### config.mk
export PLATFORM = sky130hd
export DESIGN_NAME = lib_onehot_idx_ser
export DESIGN_NICKNAME = d
export VERILOG_FILES = /design/src/rtl/lib_onehot_idx_ser.sv
export SDC_FILE = /design/constraint.sdc
export NUM_CORES = 1
export LEC_CHECK = 0
export BUFFER_PORTS_ARGS = -buffer_cell sky130_fd_sc_hd__buf_2
export CORE_MARGIN = 2
export CORE_UTILIZATION = 30
export CTS_CLUSTER_DIAMETER = 40
export DETAILED_ROUTE_END_ITERATION = 7
export GPL_TIMING_DRIVEN = 0
export PLACE_DENSITY = 0.53
export SLEW_MARGIN = 20
export SYNTH_ARGS = -nofsm -noshare
export SYNTH_HDL_FRONTEND = slang
export SYNTH_SLANG_ARGS = --single-unit
### constraint.sdc
create_clock -name clk -period 2.8 [get_ports clk]
set_clock_uncertainty 0.1 [all_clocks]
set_input_delay 0.28 -clock clk [delete_from_list [all_inputs] [get_ports clk]]
set_output_delay 0.28 -clock clk [all_outputs]
set_load 0.02 [all_outputs]
### src/rtl/lib_onehot_idx_ser.sv
// Serialises the set bits of a one-hot-per-position vector into a stream of
// binary indices, lowest-first or highest-first, with a done/count/overflow summary.
module lib_onehot_idx_ser #(
  parameter int WIDTH   = 16,
  parameter int MAX_NUM = WIDTH,
  parameter int LSB_MSB = 0,
  localparam int IDX_W  = (WIDTH > 1) ? $clog2(WIDTH) : 1,
  localparam int CNT_W  = $clog2(MAX_NUM + 1)
) (
  input  logic             clk,
  input  logic             rst,
  input  logic             vect_vld_i,
  output logic             vect_rdy_o,
  input  logic [WIDTH-1:0] vect_i,
  output logic             idx_vld_o,
  input  logic             idx_rdy_i,
  output logic [IDX_W-1:0] idx_o,
  output logic             idx_last_o,
  output logic             done_o,
  output logic [CNT_W-1:0] cnt_o,
  output logic             ovf_o
);

  typedef enum logic [1:0] {
    IDLE = 2'd0,
    EMIT = 2'd1,
    DONE = 2'd2
  } state_e;

  state_e           state_q;
  logic [WIDTH-1:0] rem_q;
  logic [CNT_W-1:0] emit_cnt_q;
  logic [CNT_W-1:0] cnt_q;
  logic             ovf_q;

  logic [IDX_W-1:0] first_idx;
  logic             found;
  logic [WIDTH-1:0] rem_clr;
  logic             rem_one;
  logic             at_max;
  logic             beat_fire;

  // Priority pick of the next set bit in the configured scan order.
  always_comb begin
    // NOTE: every variable gets a default before the loop so no latch is inferred.
    first_idx = '0;
    found     = 1'b0;
    for (int i = 0; i < WIDTH; i++) begin
      if (!found && rem_q[(LSB_MSB != 0) ? (WIDTH - 1 - i) : i]) begin
        first_idx = IDX_W'((LSB_MSB != 0) ? (WIDTH - 1 - i) : i);
        found     = 1'b1;
      end
    end
  end

  assign rem_clr   = rem_q & ~(WIDTH'(1) << first_idx);
  assign rem_one   = (rem_q != '0) && ((rem_q & (rem_q - WIDTH'(1))) == '0);
  assign at_max    = (emit_cnt_q == CNT_W'(MAX_NUM - 1));
  assign beat_fire = (state_q == EMIT) && idx_rdy_i;

  // Input side depends only on state and reset, never on idx_rdy_i.
  assign vect_rdy_o = (state_q == IDLE) && !rst;
  assign idx_vld_o  = (state_q == EMIT);
  assign idx_o      = first_idx;
  assign idx_last_o = (state_q == EMIT) && (rem_one || at_max);
  assign done_o     = (state_q == DONE);
  assign cnt_o      = cnt_q;
  assign ovf_o      = ovf_q;

  always_ff @(posedge clk or posedge rst) begin
    if (rst) begin
      state_q    <= IDLE;
      rem_q      <= '0;
      emit_cnt_q <= '0;
      cnt_q      <= '0;
      ovf_q      <= 1'b0;
    end else begin
      // NOTE: non-blocking assignments so every register sees pre-edge values.
      case (state_q)
        IDLE: begin
          if (vect_vld_i) begin
            rem_q      <= vect_i;
            emit_cnt_q <= '0;
            if (vect_i == '0) begin
              state_q <= DONE;
              cnt_q   <= '0;
              ovf_q   <= 1'b0;
            end else begin
              state_q <= EMIT;
            end
          end
        end
        EMIT: begin
          if (beat_fire) begin
            emit_cnt_q <= emit_cnt_q + CNT_W'(1);
            if (idx_last_o) begin
              // Bits left after the final permitted beat are dropped and flagged.
              state_q <= DONE;
              rem_q   <= '0;
              cnt_q   <= emit_cnt_q + CNT_W'(1);
              ovf_q   <= (rem_clr != '0);
            end else begin
              rem_q <= rem_clr;
            end
          end
        end
        DONE: begin
          state_q <= IDLE;
        end
        default: begin
          state_q <= IDLE;
        end
      endcase
    end
  end

endmodule

# Yosys cells after proc, flatten, opt, wreduce, memory -nomap -nowiden
# Cells that the tools add are included.
[word_totals] reg_bits=29 in_bits=20 out_inout_bits=14 word_cells=115
[classes] addsub=2 n_eq_ne=7 n_shift=1 n_mux=52 n_bitwise=3 n_reduce_logical=45
[op_table] op="$mux 4" count=14
[op_table] op="$mux 16" count=3
[op_table] op="$and 16x16->16" count=2
[op_table] op="$logic_not 16->1" count=2
[op_table] op="$pmux 16 s2" count=1
[op_table] op="$reduce_bool 16->1" count=2
[op_table] op="$mux 5" count=6
[op_table] op="$mux 1" count=20
[op_table] op="$pmux 5 s2" count=2
[op_table] op="$logic_and 1x1->1" count=19
[op_table] op="$logic_not 1->1" count=16
[op_table] op="$not 16->16" count=1
[op_table] op="$shl 1x4->16 const A" count=1
[op_table] op="$sub 16x1->16 const B" count=1
[op_table] op="$mux 2" count=4
[op_table] op="$ne 2x1->1 const B" count=3
[op_table] op="$reduce_and 3->1" count=2
[op_table] op="$add 5x1->5 const B" count=1
[op_table] op="$eq 5x4->1 const B" count=1
[op_table] op="$reduce_and 5->1" count=1
[op_table] op="$pmux 2 s2" count=1
[op_table] op="$eq 2x1->1 const B" count=1
[op_table] op="$eq 2x2->1 const B" count=1
[op_table] op="$logic_not 2->1" count=1
[op_table] op="other kinds (4)" count=4

# Longest topological paths before layout
# Gate-level depths: netlist of the first run.
[logic_depth] depth_word=53 mapped_depth=9 depth_no_buf=7

# Worst setup path after synthesis of the first run
# OpenSTA, ideal clock, no wires.
[synth_path] path_type="register to register" start="register rem_q[0]" end="register rem_q[4]" setup_ns=0.121 t_arrival_ns=2.550 required_time_ns=2.579 path_slack_ns=0.029 stages_incl_launch_ff=10 path_buffers=3 synth_period_minus_slack_ns=2.771 path_cell_list="dfrtp_1 -> buf_6 -> or4_4 -> buf_6 -> o41ai_2 -> o2111ai_2 -> o311ai_4 -> buf_6 -> o21ai_1 -> a22o_1"
[synth_via] elab_chain_len=52 elab_cells_between_ends=73 classes_between="add/sub (1); shift (1); mux (33); bitwise (3); reduce/logical (35)"
[synth_rtl] element="start, declared" line_no="31" rtl="logic [WIDTH-1:0] rem_q;"
[synth_rtl] element="start signal, assigned" line_no="82" rtl="rem_q <= vect_i;"
[synth_rtl] element="start signal, assigned" line_no="103" rtl="rem_q <= rem_clr;"
[synth_rtl] element="$mux 1" line_no="49" rtl="if (!found && rem_q[(LSB_MSB != 0) ? (WIDTH - 1 - i) : i]) begin"
[synth_rtl] element="$logic_not 1->1" line_no="49"
[synth_rtl] element="$logic_and 1x1->1" line_no="49"
[synth_rtl] element="$mux 1" line_no="49"
[synth_rtl] element="$logic_not 1->1" line_no="49"
[synth_rtl] element="$logic_and 1x1->1" line_no="49"
[synth_rtl] element="$mux 1" line_no="49"
[synth_rtl] element="$logic_not 1->1" line_no="49"
[synth_rtl] element="[36 not listed]"
[synth_rtl] element="$logic_and 1x1->1" line_no="49"
[synth_rtl] element="$mux 4" line_no="49"
[synth_rtl] element="$shl 1x4->16" line_no="56" rtl="assign rem_clr = rem_q & ~(WIDTH'(1) << first_idx);"
[synth_rtl] element="$not 16->16" line_no="56"
[synth_rtl] element="$and 16x16->16" line_no="56"
[synth_rtl] element="$mux 16 *" line_no="96" rtl="if (idx_last_o) begin"
[synth_rtl] element="$mux 16 *" line_no="94" rtl="if (beat_fire) begin"
[synth_rtl] element="$pmux 16 s2 *" line_no="79" rtl="case (state_q)"
# Every way passes the cells marked *; elsewhere a longest branch is shown, timed or not. The select of a mux whose other input is x is not followed.
# A chain may end at the register's enable or synchronous reset.

# Final worst setup path of the first run
[layout_path] start="register rem_q[7]" end="output port idx_last_o"
[layout_via] elab_chain_len=6 elab_cells_between_ends=7 classes_between="add/sub (1); bitwise (1); reduce/logical (5)"
[layout_rtl] element="$sub 16x1->16" line_no="57" rtl="assign rem_one = (rem_q != '0) && ((rem_q & (rem_q - WIDTH'(1))) == '0);"
[layout_rtl] element="$and 16x16->16" line_no="57"
[layout_rtl] element="$logic_not 16->1" line_no="57"
[layout_rtl] element="$logic_and 1x1->1 *" line_no="57"
[layout_rtl] element="$logic_or 1x1->1 *" line_no="65" rtl="assign idx_last_o = (state_q == EMIT) && (rem_one || at_max);"
[layout_rtl] element="$logic_and 1x1->1 *" line_no="65"
[layout_rtl] element="end, declared" line_no="18" rtl="output logic idx_last_o,"
# Every way passes the cells marked *; elsewhere a longest branch is shown, timed or not.

==> results of run 1 <==
-- worst max-delay path: cells and delay by family, from the launching register on --
family | cells | cell delay, ns
DFF | 1 | 0.41
buffers and inverters | 1 | 0.11
and+or+nand+nor | 2 | 0.81
AOI/OAI and AO/OA | 3 | 0.90
-- synth_stat cells, types with 2 or more instances --
cell        n  share of area, %
a2111oi_0   3               1.4
a21oi_1     9               2.4
a22o_1     10               4.7
a22oi_1     5               2.0
a32o_1      4               2.2
and3_1      2              0.67
buf_6       3               1.8
clkbuf_1   13               2.6
dfrtp_1    29                39
ha_1        2               1.3
inv_1      10               2.0
mux2i_1     2               1.1
nand2_1    10               2.0
nand2b_1    2              0.67
nand3_1     3              0.81
nand4_1     2              0.67
nor2_1     14               2.8
nor2b_1     3               1.0
nor3_1     11               3.0
nor4_1      7               2.4
o21ai_0    14               3.8
o21ai_1    16               4.3
o21bai_1    2              0.81
o2bb2ai_1   2              0.94
o31ai_1     3               1.2
o41ai_1     2              0.94
o41ai_2     2               1.7
or3_1       3               1.0
or4_1       3               1.2
xor2_1      2              0.94
-- cells in the final DEF, fill, tap and decap left out, types with 4 or more instances in the layout --
cell,instances
dfrtp_2,8
o21ai_2,10
a32o_1,4
a21oi_1,9
buf_6,6
o21ai_0,14
clkbuf_1,7
buf_2,33
inv_1,9
nor4_1,4
a22o_1,9
clkbuf_8,5
nand2_1,10
nor2_1,13
dfrtp_1,21
nor3_1,11
a22oi_1,5
o21ai_1,6
buf_4,18
-- worst max-delay path by stage --
stage	startpoint	to	slack, ns	depth (start not counted)
2_1_floorplan	rem_q[0]$_DFFE_PP0P_	rem_q[4]$_DFFE_PP0P_	0.03	9
3_3_place_gp	rem_q[2]$_DFFE_PP0P_	rem_q[4]$_DFFE_PP0P_	-0.36	9
3_5_place_dp	rem_q[2]$_DFFE_PP0P_	rem_q[4]$_DFFE_PP0P_	-0.35	9
4_1_cts	rem_q[7]$_DFFE_PP0P_	idx_last_o	-0.08	6
5_1_grt	rem_q[7]$_DFFE_PP0P_	idx_last_o	-0.17	6
6_report	rem_q[7]$_DFFE_PP0P_	idx_last_o	-0.10	6
-- where the power goes --
group	internal, mW	leakage [nW]	total (mW)	switching [mW]
clock network	0.174	0.0364	0.365	0.190
logic	1.06	0.699	2.42	1.37
registers	0.587	0.363	0.754	0.167
total	1.82	1.10	3.54	1.73
-- kinds of logic after synthesis --
kind of cell / count (synthesis) / synth area share, %
buffers and inverters: 27 / 6.72
flip-flops: 29 / 39.0
adder cells (fa/ha/maj): 3 / 1.88
XOR/XNOR: 3 / 1.41
AO/OA/AOI/OAI: 79 / 31.2
multiplexers: 2 / 1.08
AND/OR/NAND/NOR: 66 / 18.8
-- final cells by class --
type / count / area, sq um / share of cell area, %
flip-flops and latches: 29 / 736 / 29.1
clock inverters: 3 / 22.5 / 0.890
repair buffers: 54 / 340 / 13.4
plain buffers: 12 / 63.8 / 2.52
inverters: 10 / 37.5 / 1.48
multi-input cells: 153 / 1170 / 46.2
well taps: 75 / 93.8 / 3.71
clock buffers: 5 / 68.8 / 2.72
-- routing by layer --
layer | vias up | share of wire [%] | track usage, %
met2 | 52 | 46 | 29.3
li1 | 908 | - | -
met4 | 0 | 2.4 | 6.72
met1 | 951 | 47 | 25.6
met3 | 12 | 4.5 | 3.35
met5 | - | 0 | 0
-- flip-flops by register name (all words and copies together), names as in the netlist --
register,cells
rem_q,16
cnt_o,5
emit_cnt_q,5
state_q,2
ovf_o,1
-- per-stage QoR --
| step | util (%) | power [mW] | hold WS (ns) | instance area, sq um | instances |
|---|---|---|---|---|---|
| after detailed placement | 35.6 | 2.52 | 0.331 | 2120 | 317 |
| after global placement | 35.6 | 2.51 | 0.383 | 2120 | 317 |
| after global routing | 42.5 | 3.78 | 0.0362 | 2530 | 341 |
| after CTS | 41.2 | 3.37 | 0.00863 | 2460 | 338 |
| final | 42.5 | 3.54 | -0.0134 | 2530 | 341 |
| after floorplan | - | 2.03 | 0.258 | 1860 | 209 |
-- repair_timing --
item,in CTS,in global routing
setup endpoints to repair,23,9
setup buffers,18,3
gates resized for setup,31,15
pin swaps,9,10
==> reports/metrics.csv, run 1 <==
stage;metric;value;unit
die;die_w;82.8;microns
critical_path;rr_startpoint;rem_q[7]$_DFFE_PP0P_;
cts;ctsHtreeMaxLevel;2;
global_route;grt_start_max_net_pins;30;
die;initial_utilization;31.3;%
finish;fin_nets;287;
sta;grt_setup_unrepaired;yes;
sta;finalMaxSlewViolations;0;
hold_path;worstHoldPathType;input port to async pin;
pwr;powerDensity;1400;nW/um^2
sta;slew_headroom;55.4;%
detailed_routing;wirelength;5910;microns
sta;fin_ws;-0.104;ns
placed_design;dp_hpwl;4010;microns
synth;synth_area;1860;sq um
global_route;grt_pass1_wl;9400;microns
synth;syn_area_per_cell;8.91;sq um
sta;max_freq;344;MHz
finish;drive_above_1_share;39.5;%
cts;clockBufferDepth;2;
outcome;outcome;complete, but fails checks;
critical_path;cp_slowest_cell;or4_4;
run;maxCapViolations;0;
critical_path;cp_data_arrival_time;2.52;ns
global_route;grt_use_total;18.6;%
synth;synth_cells;209;
synth;ys.flop_type;dfrtp_1;
cts;cts_hold_buffers;0;
detailed_routing;drtAntennaViolNets;0;
critical_path;ff2ff_path_depth;8;
die;coreArea;5960;sq um
cts;root_buffer;clkbuf_8;
critical_path;max_stage_delay;0.61;ns
global_route;grt_pass1_vias;1860;
critical_path;cp_data_required_time;2.42;ns
pwr;ir_drop;0.000483;V
placed_design;portBuffers;33;
finish;area_delta_synth_final;36.0;%
die;chipHeight;82.8;microns
critical_path;critPathMaxFanout;4;
sta;finalHoldViolCount;20;
pwr;p_leak;1.10;nW
placed_design;gp_congestion;0.894;
cts;cts_made_buffers;5;
die;rows;28;
global_route;grt_antenna_before_repair;0;
die;die_area;6850;sq um
sta;hold_slack;-0.0134;ns
synth;synth-seq-cells;29;
cts;path_clk_slew;0.08;ns
synth;async_flop_share;100;%
detailed_routing;drc;0;
finish;fillCellCount;612;
sta;timing.final.crit_share;104;%
outcome;violations;negative hold slack, negative setup slack;
finish;n_antenna_cell;0;
cts;insertion_delay;0.29;ns
critical_path;timing.rr.end;rem_q[2]$_DFFE_PP0P_;
critical_path;cp-start-kind;flip-flop;
detailed_routing;drt_iter0_markers;90;
critical_path;path_class;flip-flop to primary output;
sta;period_minus_slack;2.90;ns
detailed_routing;num_vias;1923;
sta;tightestPinTransition;0.668;ns
cts;cts_tree;yes;
critical_path;critPathCaptureType;primary output;
cts;clock-sinks;29;
synth;yosysUniqueCellTypes;46;
critical_path;crit_chain;or4_4 > o41ai_4 > o2111ai_2 > o31ai_4 > and2_4 > buf_6;
critical_path;r2r_setup_slack;-0.03;ns
die;pin_count;34;
detailed_routing;drt_pre_antenna_iters;4;
synth;synth-edff-count;0;
synth;yosys_warnings;0;
synth;ys_seq_area_share;39.0;%
detailed_routing;routedWlPerCell;17.3;microns
synth;syn_nets;231;
sta;tns;-0.130;ns
global_route;overflow;0;
detailed_routing;viasPerCell;5.64;
sta;setup_viol;2;
placed_design;post-place-ws;-0.347;ns
Power figures use the tool's default switching activity.
==> inputs of run 2 (changes only) <==
- PLACE_DENSITY: 0.53 -> 0.6
- clock period: 2.8 -> 2.34 ns (I/O delays scaled with it)
==> run 2 against run 1 <==
  * Worst setup slack lost 0.47 ns
  * Routed wire length grew 8.0%
  * First-iteration DRC count grew 60%
  * Final cell count grew 6.7%
  * Critical path depth grew 1
  * Die area is the same
  * Design area grew 11%
  * Combinational power grew 50%
  * Critical endpoint unchanged
  * Highest routed layer unchanged
  * Non-clock buffer count grew 23
  * Via count grew 8.1%
  * Sequential share of layout area shrank 2.9 points
  * The flow finishes with violations (negative setup slack)
  * Register-to-register slack lost 0.50 ns
==> reports/metrics.csv, run 2 (synthesized netlist as in run 1, its figures left out) <==
stage;metric;value;unit;change
sta;slew_headroom;57.0;%;was 55.4%
pwr;combPwrFrac;72.6;%;was 68.4%
pwr;finalPower;4.99;mW;was 3.54 mW
finish;largest_register;rem_q;;unchanged
pwr;p_seq_share;19.3;%;was 21.3%
critical_path;critPathBufInv;2;;was 1
placed_design;dpl_cell_area;2210;sq um;was 2120 sq um
die;chipHeight;82.8;microns;unchanged
finish;area_delta_synth_final;50.7;%;was 36.0%
pwr;switchingPower;2.37;mW;was 1.73 mW
cts;insertion_delay;0.28;ns;was 0.29 ns
outcome;outcome;complete, but fails checks;;unchanged
critical_path;cp_data_required_time;2.01;ns;was 2.42 ns
cts;clockBufferDepth;2;;unchanged
detailed_routing;num_vias;2078;;was 1,923
pwr;p_int;2.62;mW;was 1.82 mW
die;coreArea;5960;sq um;unchanged
sta;timing.final.crit_share;124;%;
finish;final_area;2810;sq um;was 2530 sq um
placed_design;dp_hpwl;4010;microns;about the same
sta;finalMaxSlewViolations;0;;unchanged
critical_path;r2r_setup_slack;-0.53;ns;was -0.03 ns
critical_path;max_stage_delay;0.49;ns;was 0.61 ns
finish;final_common_cell;buf_4;;was buf_2
die;initial_utilization;31.3;%;unchanged
cts;clock-sinks;29;;unchanged
pwr;p_leak;1.24;nW;was 1.10 nW
sta;max_freq;343;MHz;
detailed_routing;wirelength;6380;microns;was 5910 microns
sta;setup_viol;25;;was 2
sta;period_minus_slack;2.91;ns;
pwr;ir_drop;0.000665;V;was 0.000483 V
cts;ctsHtreeMaxLevel;2;;unchanged
sta;tns;-9.11;ns;was -0.130 ns
critical_path;critPathMaxFanout;9;;was 4
finish;drive_above_1_share;43.6;%;was 39.5%
critical_path;cp_data_arrival_time;2.58;ns;was 2.52 ns
finish;n_antenna_cell;0;;unchanged
cts;cts_made_buffers;5;;unchanged
critical_path;cp_slowest_cell;or3_1;;was or4_4
pwr;power_frac_clock;8.1;%;was 10.3%
die;pin_count;34;;unchanged
placed_design;gp_congestion;0.870;;was 0.894
global_route;grt_antenna_before_repair;0;;unchanged
run;maxCapViolations;0;;unchanged
detailed_routing;drt_pre_antenna_iters;5;;was 4
detailed_routing;drtAntennaViolNets;0;;unchanged
critical_path;cp-start-kind;flip-flop;;unchanged
finish;fin_nets;310;;was 287
detailed_routing;viasPerCell;5.71;;was 5.64
finish;largest_reg_flops;16;;unchanged
finish;finalCoreUtilization;47.1;%;was 42.5%
pwr;p_sw_share;47.5;%;was 48.7%
global_route;grt_use_total;18.7;%;was 18.6%
critical_path;crit_chain;clkbuf_1 > or3_1 > o41ai_4 > o2111ai_4 > o31ai_4 > and2_4 > buf_6;;was or4_4 > o41ai_4 > o2111ai_2 > o31ai_4 > and2_4 > buf_6
sta;grt_setup_unrepaired;yes;;unchanged
die;die_area;6850;sq um;unchanged
global_route;grt_pass1_wl;9560;microns;was 9400 microns
die;rows;28;;unchanged
finish;mostFrequentLayoutCells;buf_4, buf_2, dfrtp_1;;was buf_2, dfrtp_1, buf_4
cts;cts_tree;yes;;unchanged
placed_design;portBuffers;33;;unchanged
critical_path;cpLargestDelayFamily;compound AO/OA/AOI/OAI gates;;unchanged
placed_design;place_inst;317;;unchanged
detailed_routing;drc;0;;unchanged
global_route;grt_pass1_vias;1844;;was 1,860
placed_design;post-place-ws;-0.951;ns;was -0.347 ns
detailed_routing;drt_iter0_markers;144;;was 90
die;die_w;82.8;microns;unchanged
global_route;grt_start_max_net_pins;30;;unchanged
sta;finalHoldViolCount;0;;was 20
sta;fin_ws;-0.572;ns;was -0.104 ns
sta;tightestPinTransition;0.645;ns;was 0.668 ns
cts;root_buffer;clkbuf_8;;unchanged
outcome;violations;negative setup slack;;was negative hold slack, negative setup slack
critical_path;critPathCaptureType;primary output;;unchanged
sta;hold_slack;0.102;ns;was -0.0134 ns
hold_path;worstHoldPathType;input port to flip-flop;;was input port to async pin
finish;instances_no_fill;364;;was 341
critical_path;path_class;flip-flop to primary output;;unchanged
cts;path_clk_slew;0.07;ns;was 0.08 ns
global_route;overflow;0;;unchanged
pwr;powerDensity;1780;nW/um^2;was 1400 nW/um^2
detailed_routing;routedWlPerCell;17.5;microns;was 17.3 microns
[run 2: path summary, 6_finish.rpt]
kind                                             end  cells after the start             startpoint
max                                       idx_last_o                      7  rem_q[12]$_DFFE_PP0P_
min                             rem_q[2]$_DFFE_PP0P_                      2              vect_i[2]
max reg2reg                    rem_q[14]$_DFFE_PP0P_                      9  rem_q[12]$_DFFE_PP0P_
min reg2reg                        ovf_o$_DFFE_PP0P_                      1      ovf_o$_DFFE_PP0P_
max in group asynchronous      rem_q[10]$_DFFE_PP0P_                      3                    rst
min in group asynchronous  emit_cnt_q[4]$_DFFE_PP0P_                      3                    rst
[run 2: layer usage]
metal,wire (microns),vias to the layer above,global-route usage [%]
met4,107,0,4.10
met2,3100,101,30.4
met1,2750,1005,25.8
li1,-,959,-
met5,0,-,0
met3,423,13,3.46
[run 2: power by group through the flow]
stage          Combinational [mW]  Sequential [mW]  Clock, mW
2_1_floorplan                1.77            0.908          0
3_3_place_gp                 2.35            0.904          0
3_5_place_dp                 2.38            0.907          0
4_1_cts                      3.03            0.965      0.411
5_1_grt                      3.83            0.992      0.438
6_report                     3.62            0.961      0.404
[run 2: area by class of cell]
type,count,area (sq um)
fill,570,3150
multi-input combinational,153,1250
sequential,29,736
timing repair buffer,78,544
tap,75,93.8
clock buffer,6,72.6
buffer,11,58.8
inverter,10,37.5
clock inverter,2,10.0
[run 2: repair_timing]
action,in CTS,in global routing
setup buffers,20,24
pin swaps,13,11
gates resized for setup,28,31
hold buffers,1,0
endpoints found under the hold margin,29,0
setup endpoints to repair,27,25
